$ cat src/rtl/bit_scan_encoder.sv
// Bit scanner: accepts an N-bit word and emits one beat per set bit (lowest first) with popcount/one-hot/none flags.
// First beat is valid the cycle after acceptance; out_ready low freezes every output and the mask.
module bit_scan_encoder #(
   parameter  int N = 8,
   localparam int W = $clog2(N)
) (
   input  logic         clk,
   input  logic         rst_n,
   input  logic         in_valid,
   output logic         in_ready,
   input  logic [N-1:0] in_data,
   output logic         out_valid,
   input  logic         out_ready,
   output logic [W-1:0] out_idx,
   output logic         out_last,
   output logic         out_none,
   output logic         out_onehot,
   output logic [W:0]   out_cnt
);

   localparam logic [0:0] IDLE = 1'b0;
   localparam logic [0:0] EMIT = 1'b1;

   logic [0:0]   state_q, state_d;
   logic [N-1:0] mask_q, mask_d;
   logic [W:0]   cnt_q, cnt_d;
   logic         onehot_q, onehot_d;
   logic         none_q, none_d;

   logic [W:0]   pop;
   logic [W-1:0] low_idx;
   logic [N-1:0] rest;
   logic         single;
   logic         accept;
   logic         fire;

   always_comb begin
      pop = '0;
      for (int i = 0; i < N; i++) begin
         pop = pop + (W+1)'(in_data[i]);
      end
   end

   // Descending scan so the lowest set bit wins; a cleared mask yields index 0.
   always_comb begin
      low_idx = '0;
      for (int i = N - 1; i >= 0; i--) begin
         if (mask_q[i]) begin
            low_idx = W'(i);
         end
      end
   end

   assign rest   = mask_q & (mask_q - N'(1));
   assign single = (rest == '0);
   assign accept = in_valid && (state_q == IDLE);
   assign fire   = out_ready && (state_q == EMIT);

   always_comb begin
      state_d  = state_q;
      mask_d   = mask_q;
      cnt_d    = cnt_q;
      onehot_d = onehot_q;
      none_d   = none_q;
      if (accept) begin
         state_d  = EMIT;
         mask_d   = in_data;
         cnt_d    = pop;
         onehot_d = (pop == (W+1)'(1));
         none_d   = (in_data == '0);
      end else if (fire) begin
         if (single) begin
            state_d = IDLE;
            mask_d  = '0;
         end else begin
            mask_d  = rest;
         end
      end
   end

   always_ff @(posedge clk or negedge rst_n) begin
      if (!rst_n) begin
         state_q  <= IDLE;
         mask_q   <= '0;
         cnt_q    <= '0;
         onehot_q <= 1'b0;
         none_q   <= 1'b0;
      end else begin
         state_q  <= state_d;
         mask_q   <= mask_d;
         cnt_q    <= cnt_d;
         onehot_q <= onehot_d;
         none_q   <= none_d;
      end
   end

   assign in_ready   = (state_q == IDLE);
   assign out_valid  = (state_q == EMIT);
   assign out_idx    = low_idx;
   assign out_last   = (state_q == EMIT) && single;
   assign out_cnt    = cnt_q;
   assign out_onehot = onehot_q;
   assign out_none   = none_q;

endmodule
$ cat config.mk
export PLATFORM = sky130hd
export DESIGN_NAME = bit_scan_encoder
export DESIGN_NICKNAME = d
export VERILOG_FILES = /design/src/rtl/bit_scan_encoder.sv
export SDC_FILE = /design/constraint.sdc
export NUM_CORES = 1
export LEC_CHECK = 0
export ABC_AREA = 1
export CAP_MARGIN = 40
export CORE_ASPECT_RATIO = 0.7
export CORE_UTILIZATION = 40
export CTS_CLUSTER_DIAMETER = 50
export DETAILED_ROUTE_END_ITERATION = 8
export PLACE_DENSITY = 0.63
export SYNTH_ARGS = -nofsm -noshare
export SYNTH_HDL_FRONTEND = slang
export SYNTH_SLANG_ARGS = --single-unit
$ cat constraint.sdc
create_clock -name clk -period 1.66 [get_ports clk]
set_clock_uncertainty 0.2 [all_clocks]
set_input_delay 0.166 -clock clk [delete_from_list [all_inputs] [get_ports clk]]
set_output_delay 0.166 -clock clk [all_outputs]
set_load 0.01 [all_outputs]
==> results.yml, run 1 <==
outcome:
  status: "finished with violations"
  failed_checks: "setup timing"
logic_synthesis:
  synth_ff_type: "dfrtp_1"
  synthTopCellsByCount: "30 x nand2_1, 20 x inv_1, 15 x dfrtp_1"
  async_reset_ff_share_pct: 100
  ys_seq_elements: 15
  synth_top_area_cell: "dfrtp_1"
  avgSynthCellArea_um2: 7.84
  synth_compound_area_share_pct: 14.0
  synth_top_family_by_area: "simple AND/OR/NAND/NOR gates"
  yosysMostFrequentCell: "nand2_1"
  syn-instance-count: 128
  ys.warnings.count: 0
  seq_area_frac_synth_pct: 37.4
  synth_nets: 148
  synth.area.mux_share_pct: 0
  ys_types: 25
  synthTopCellsByArea: "dfrtp_1 37%, nand2_1 11%, fa_1 8.0%, inv_1 7.5%, o21ai_0 5.5%"
  synth_edf_count: 0
  synth_xor_area_share_pct: 0.873
  synth_top_area_share_pct: 37.4
  yosys.area_share.adder_pct: 13.0
  syn-cell-area_um2: 1000
  yosys.area_share.simple_pct: 24.6
setup_path:
  cp-endpoint: "out_cnt[1]"
  max_stage_delay_ns: 0.55
  cp_data_required_time_ns: 1.68
  cp.arrival_ns: 2.79
  cp_max_fo: 2
  cpMaxStageDelayCell: "fa_1"
  crit_chain: "buf_6, fa_1, inv_2, fa_1, fa_1, inv_2, ha_4, inv_2, fa_2, buf_4, o21ai_2"
  critPathLaunchType: "primary input"
  r2r_cells: 6
  setup.worst_path.class: "primary input to register"
  crit_path_start: "in_data[0]"
  timing.rr.start: "out_valid"
  end_kind: "register"
  regToRegEndpoint: "mask_q[2]"
  regToRegSetupSlack_ns: 0.11
timing:
  max_slew_margin_pct: 79.5
  fmax_ghz: 0.361
  min_period_ns: 2.77
  fin_ws_ns: -1.11
  worst_pin_slew_ns: 0.303
  rsz0062_at_grt: "true"
  finalCritPeriodShare_pct: 167
  setup_viol: 8
  finalMaxSlewViolations: 0
  hold_viol: 0
layout:
  antenna_cells: 0
  finalNetCount: 205
  syn2layout_area_growth_pct: 57.2
  fin_area_um2: 1580
  num-fill-cells: 175
  multi_input_area_um2: 577
  drive_above_1_share_pct: 35.3
  post-route-util_pct: 69.8
  ff_latch_area_um2: 375
floorplanning:
  ios: 24
  die-width_um: 61.9
  rows: 14
  dieArea_um2: 2720
  start_util_pct: 44.4
  die_y_um: 43.9
  core-area_um2: 2260
placed_design:
  gp_congestion: 0.893
  hpwl_um: 2140
  io_buffers: 23
  placed_area_um2: 1430
clocking:
  htree_levels: 1
  root_buffer: "clkbuf_4"
  clk_pin_slew_ns: 0.09
  clockBufferDepth: 2
  clock_latency_ns: 0.29
  cts_buffers: 3
  cts.sinks: 15
  cts_tree: "built"
drt:
  drtAntennaViolNets: 0
  drt_wl_total_um: 2820
  drc: 0
  num_vias: 1068
  via_per_inst: 4.94
  drt_iter0_drc: 37
  drtPass1Iterations: 6
  wire_per_inst_um: 13.0
min_path:
  hold_class: "primary input to register"
power_and_ir_drop:
  leakage_nw: 0.822
  powerDensity_nw_per_um2: 1620
  peakVddDrop_mv: 0.905
grt:
  grt_max_degree: 18
  grt_pass1_wl_um: 4830
  grt_pass1_vias: 1044
  grt_overflow_total: 0
  grt_util_all_layers_pct: 25.0
  grt_antenna_before_repair: 0
run:
  maxCapViolCount: 0
[logic make-up (layout without fill, tap and decap cells)]
family	after synthesis	in the layout
AND/OR/NAND/NOR	53	53
buffers and inverters	27	83
AO/OA/AOI/OAI	24	24
flip-flops	15	15
adder cells (fa/ha/maj)	8	8
XOR/XNOR	1	1
[sequential cells by signal (all words and copies together), names as in the netlist]
signal      flops
out_valid       1
out_none        1
out_onehot      1
mask_q          8
out_cnt         4
[metal layers]
| layer | global-route usage (%) | up-vias | routed length, um | share of wire, % |
|---|---|---|---|---|
| li1 | - | 518 | - | - |
| met3 | 7.16 | 5 | 151 | 5.4 |
| met5 | 0 | - | 0 | 0 |
| met2 | 37.8 | 29 | 1280 | 45 |
| met4 | 6.22 | 0 | 27 | 0.96 |
| met1 | 35.3 | 516 | 1360 | 48 |
[report_power, final]
group / total [W] / internal (W) / switching [W] / leakage [nW]
registers: 0.000629 / 0.000504 / 0.000124 / 0.194
logic: 0.00171 / 0.000848 / 0.000865 / 0.613
clock network: 0.000220 / 0.0000936 / 0.000127 / 0.0150
[layout by cell type, fill, tap and decap left out, types with 4 or more instances in the layout]
| cell type | instances |
|---|---|
| nand2_1 | 28 |
| inv_1 | 15 |
| nor2_1 | 9 |
| o21ai_0 | 4 |
| inv_2 | 10 |
| o21ai_2 | 4 |
| clkdlybuf4s50_1 | 15 |
| buf_4 | 26 |
| o21ai_1 | 5 |
| dfrtp_1 | 15 |
[metrics by stage]
| stage | hold slack [ns] | cells | setup WS, ns | TNS [ns] | total power, W |
|---|---|---|---|---|---|
| after floorplan | -0.330 | 128 | -1.18 | -4.92 | 0.00142 |
| after global routing | 0.0546 | 216 | -1.19 | -6.44 | 0.00278 |
| after global placement | 0.265 | 203 | -1.74 | -8.71 | 0.00216 |
| final | 0.0514 | 216 | -1.11 | -5.73 | 0.00256 |
| after CTS | 0.0402 | 214 | -1.20 | -6.41 | 0.00253 |
| after detailed placement | 0.274 | 203 | -1.84 | -9.17 | 0.00219 |
[cell type report]
cell class / count / share of cell area [%]
multi-input combinational: 86 / 36.6
timing repair buffer: 53 / 29.1
sequential: 15 / 23.8
inverter: 26 / 6.34
tap: 32 / 2.54
clock buffer: 4 / 1.67
[worst min-delay path by stage]
stage	from	to	cells past startpoint
4_1_cts	in_data[3]	out_none	4
2_1_floorplan	rst_n	mask_q[0]	0
5_1_grt	in_data[3]	out_none	4
3_5_place_dp	out_cnt[0]	out_cnt[0]	2
3_3_place_gp	out_cnt[0]	out_cnt[0]	2
6_report	in_data[3]	out_none	4
[critical path: cells and delay by family]
family / cells / cell delay, ns
adders and majority gates: 5 / 2.11
buffers and inverters: 5 / 0.40
AOI/OAI and AO/OA: 1 / 0.13
[repair_timing]
item / in CTS / in global routing
setup endpoints to repair: 10 / 9
resized for setup: 44 / 8
pin swaps: 14 / 14
hold buffers: 2 / 0
hold endpoints to repair: 16 / 0
buffers inserted: 5 / 3
No activity file was read; power rests on OpenSTA's default activity.
==> run 2: changes to the inputs <==
Settings changed: REMOVE_ABC_BUFFERS set to 1.
==> run 2 against run 1 <==
Effect of this change:
- clock power grew 2%
- via count shrank 8.6%
- worst setup slack gained 0.040 ns
- critical path type unchanged
- die area stayed put
- highest routed layer unchanged
- sequential share of layout area rose by 0.62 points
- register-to-register slack is essentially flat
- the run still ends with setup timing left
- global-route usage down 3.4 points
- total power is 4.0% lower
- routed wire length down 9.4%
- hold slack better by 0.056 ns
- final area is 2.5% lower
- clock-buffer cell count unchanged
==> results.yml, run 2 (same netlist as run 1, synthesis figures left out) <==
layout:
  final_cell_mix: "29 x nand2_1, 19 x buf_4, 17 x inv_1"
  drive_above_1_share_pct: 29.6
  layout.cells.most_common: "nand2_1"
  regMostFlops: "mask_q"
  syn2layout_area_growth_pct: 53.2
  finalNetCount: 200
  antenna_cells: 0
  largest_reg_flops: 8
  num-fill-cells: 192
  fin_area_um2: 1540
timing:
  worst_pin_slew_ns: 0.263
  hold_viol: 0
  finalCritPeriodShare_pct: 164
  max_slew_margin_pct: 82.2
  fin_setup_tns_ns: -5.69
  finalMaxSlewViolations: 0
  rsz0062_at_grt: "true"
  fmax_ghz: 0.367
  fin_ws_ns: -1.07
  min_period_ns: 2.73
  setup_viol: 9
  fin_hold_ws_ns: 0.108
outcome:
  status: "finished with violations"
  failed_checks: "setup timing"
clocking:
  cts_tree: "built"
  root_buffer: "clkbuf_4"
  cts.sinks: 15
  clk_pin_slew_ns: 0.10
  htree_levels: 1
  clockBufferDepth: 2
  cts_buffers: 3
  clock_latency_ns: 0.29
  cts_setup_buffers: 0
setup_path:
  end_kind: "register"
  r2r_cells: 8
  crit_path_start: "in_data[3]"
  regToRegSetupSlack_ns: 0.11
  regToRegEndpoint: "out_valid"
  setup.worst_path.class: "primary input to register"
  critPathLaunchType: "primary input"
  timing.rr.start: "mask_q[0]"
  cp_max_fo: 2
  cp_data_required_time_ns: 1.69
  cp.arrival_ns: 2.76
power_and_ir_drop:
  peakVddDrop_mv: 0.810
  powerDensity_nw_per_um2: 1600
  p_int_w: 0.00141
  p_switching_w: 0.00105
  leakage_nw: 0.786
  pwr-share-clk_pct: 9.1
  p_comb_share_pct: 65.2
  pwr-share-seq_pct: 25.7
  sw_frac_of_total_pct: 42.8
  power_w: 0.00246
grt:
  grt_pass1_vias: 909
  grt_max_degree: 16
  grt_pass1_wl_um: 4110
  grt_antenna_before_repair: 0
  grt_overflow_total: 0
  grt_util_all_layers_pct: 21.7
floorplanning:
  dieArea_um2: 2720
  die_y_um: 43.9
  start_util_pct: 44.4
  die-width_um: 61.9
  rows: 14
  core-area_um2: 2260
  ios: 24
min_path:
  hold_class: "primary input to register"
  hold_path.startpoint: "in_data[1]"
  whs_path_depth: 5
  worstHoldEndpoint: "out_none"
placed_design:
  gp_congestion: 0.899
  placed_area_um2: 1430
  hpwl_um: 2040
  io_buffers: 23
run:
  maxCapViolCount: 0
drt:
  drt_iter0_drc: 52
  drt_wl_total_um: 2550
  wire_per_inst_um: 12.1
  drc: 0
  num_vias: 976
  drtPass1Iterations: 4
  drtAntennaViolNets: 0
  via_per_inst: 4.63
==> run 2: cell count changes in the layout (fill, tap and decap cells not counted), moves of 2 or more <==
| cell | previous run | this run |
|---|---|---|
| buf_4 | 26 | 19 |
| o21ai_2 | 4 | 1 |
| dlygate4sd3_1 | 2 | 4 |
| inv_1 | 15 | 17 |
| inv_2 | 10 | 8 |
| o21ai_1 | 5 | 7 |
==> run 2: worst max-delay path by stage <==
stage / endpoint / cells past startpoint
final: out_onehot / 11
after global routing: out_onehot / 11
after CTS: out_onehot / 12
after detailed placement: out_onehot / 12
after global placement: out_onehot / 12
after floorplan: out_onehot / 11
==> run 2: per-layer routing <==
layer  track usage, %  share of wire, %  up-vias  routed length (um)
met5                0                 0        -                   0
met4             4.00              0.39        0                  10
met3             5.37               4.0        3                 103
met2             32.5                43       21                1090
met1             31.9                53      443                1350
li1                 -                 -      509                   -
==> run 2: area by class of cell <==
class	instances	area (um2)	share of cell area, %
timing repair buffer	48	428	27.8
inverter	26	100	6.51
clock buffer	4	26.3	1.71
multi-input combinational	86	568	36.9
sequential	15	375	24.4
tap	32	40.0	2.60
==> run 2: metrics by stage <==
step / instances / util, % / worst slack (ns)
after global placement: 203 / 63.1 / -1.78
after CTS: 211 / 67.1 / -1.19
after floorplan: 127 / - / -1.22
after detailed placement: 203 / 63.1 / -1.83
final: 211 / 68.1 / -1.07
after global routing: 211 / 68.1 / -1.14
==> run 2: repair_timing <==
item,in CTS,in global routing
resized for setup,37,7
hold buffers,4,0
endpoints found under the hold margin,18,0
setup endpoints to repair,10,10
pin swaps,14,11
==> run 2: power by group through the flow <==
stage	Sequential (W)	Clock (W)	Combinational, W
final	0.000631	0.000225	0.00160
after global routing	0.000654	0.000245	0.00177
after CTS	0.000624	0.000227	0.00158
after detailed placement	0.000627	0	0.00155
after global placement	0.000621	0	0.00154
after floorplan	0.000646	0	0.000759
==> run 2: worst max-delay path, stage by stage <==
cell	delay (ns)
buf_6	0.10
fa_1	0.53
inv_1	0.05
fa_1	0.50
fa_2	0.44
inv_2	0.07
ha_4	0.13
inv_2	0.03
fa_2	0.53
nand4_1	0.10
o21ai_1	0.12
==> run 3: changes to the inputs <==
Settings changed: SLEW_MARGIN set to 20.
==> results of run 3 <==
The final DEF is identical to that of run 2; final timing and power are the same.
==> variant (config.mk and constraints of run 2) <==
`N`: 8 -> 16.
--- a/src/rtl/bit_scan_encoder.sv
+++ b/src/rtl/bit_scan_encoder.sv
@@ -2,5 +2,5 @@
 // First beat is valid the cycle after acceptance; out_ready low freezes every output and the mask.
 module bit_scan_encoder #(
-   parameter  int N = 8,
+   parameter  int N = 16,
    localparam int W = $clog2(N)
 ) (
Ports: changed (resized in_data, out_cnt and out_idx); port bits go from 24 to 34. The function was not compared with the original's and may differ.
==> variant against run 2 <==
- the flow still finishes with violations (setup timing)
- worst hold slack lost 0.073 ns
- global-route usage grew 8.0 points
- clock power grew 140%
- power increased to 2.6 times the old value
- sequential cell count increased by 9
- routed wire length grew to 2.5 times the old value
- critical path depth grew 3
- sequential share of layout area fell by 6.3 points
- setup slack got worse by 0.91 ns
- cell area up 120%
- count of clock-buffer cells in the layout down 1
- area after synthesis increased by 81%
- critical endpoint unchanged
==> variant: results (changes against run 2) <==
Final wirelength = 6490 µm (was 2550 µm)
Met3 routed WL = 251 µm (was 103 µm)
Gpl congestion = 0.868 (was 0.899)
Buffers on Ports = 33 (was 23)
Pre-CTS setup slack = -2.64 ns (was -1.83 ns)
Peak VDD IR = 1.02 mV (was 0.810 mV)
Worst slew margin = 77.8% (was 82.2%)
Nets = 400 (was 200)
Ratio of cells with drive above 1 in the final layout = 52.6% (was 29.6%)
Post-DR wirelength/cell = 15.5 µm (was 12.1 µm)
Final setup TNS = -12.27 ns (was -5.69 ns)
Clk_buf instances = 3 (was 4)
Most instantiated cells after synthesis = nand2_1, inv_1, dfrtp_1 (unchanged)
Dominant cells by area after synthesis = dfrtp_1, fa_1, nand2_1 (was dfrtp_1, nand2_1, fa_1)
Outcome = finished with violations (unchanged)
Largest register FFs = 16 (was 8)
Final setup violation count = 12 (was 9)
Vias in the first global route = 2118 (was 909)
Placed cell count = 380 (was 203)
Final WS setup = -1.98 ns (was -1.07 ns)
NonClk Buf Share = 34.4% (was 27.8%)
Non-CTS buffers = 135 (was 48)
Layout area overhead = 82.9% (was 53.2%)
Filler instances = 305 (was 192)
GR met2 Demand/Resource = 49.1% (was 32.5%)
Signal inverters = 52 (was 26)
Routed length on met1 = 2950 µm (was 1350 µm)
Post-synthesis compound-gate area fraction = 14.5% (was 14.0%)
Initial core utilization = 41.7% (was 44.4%)
Top Metal Used = met4 (unchanged)
Core Area = 4350 µm² (was 2260 µm²)
1st-iter DRT viols = 100 (was 52)
Failing checks = setup timing (unchanged)
Met1 Usage GRT = 38.3% (was 31.9%)
CTS resizes = 112 (was 37)
FP Rows = 20 (was 14)
Final-layout clock-cell area share = 2.15% (was 1.71%)
Met2 WL post-DR = 3220 µm (was 1090 µm)
Tot GR Track Use = 29.7% (was 21.7%)
TritonCTS sink count = 24 (was 15)
Sequential cell area = 601 µm² (was 375 µm²)
Multi-input combinational cell count = 148 (was 86)
Global-route wire length before repair = 10300 µm (was 4110 µm)
Xor-xnor portion of the synthesized cell area = 0.482% (was 0.873%)
Total setup buffers inserted after CTS = 40 (was 0)
[variant: final timing paths]
path                                         from                      to  slack [ns]  cells past startpoint
max                                    in_data[7]  out_onehot$_DFFE_PN0P_       -1.98                     14
min                                         rst_n  out_cnt[3]$_DFFE_PN0P_        0.04                      2
max reg2reg                 mask_q[0]$_DFFE_PN0P_   out_valid$_DFFE_PN0P_       -0.21                     10
min reg2reg                out_cnt[3]$_DFFE_PN0P_  out_cnt[3]$_DFFE_PN0P_        0.30                      2
max in group asynchronous                   rst_n   mask_q[5]$_DFFE_PN0P_        0.95                      2
min in group clk                       in_data[5]    out_none$_DFFE_PN0P_        0.04                      4
[variant: power breakdown]
group / internal, mW / switching [mW] / total, mW / leakage (nW)
Sequential: 0.793 / 0.158 / 0.951 / 0.314
Combinational: 2.52 / 2.50 / 5.02 / 1.35
Clock: 0.323 / 0.214 / 0.537 / 0.0357
Total: 3.64 / 2.87 / 6.51 / 1.70
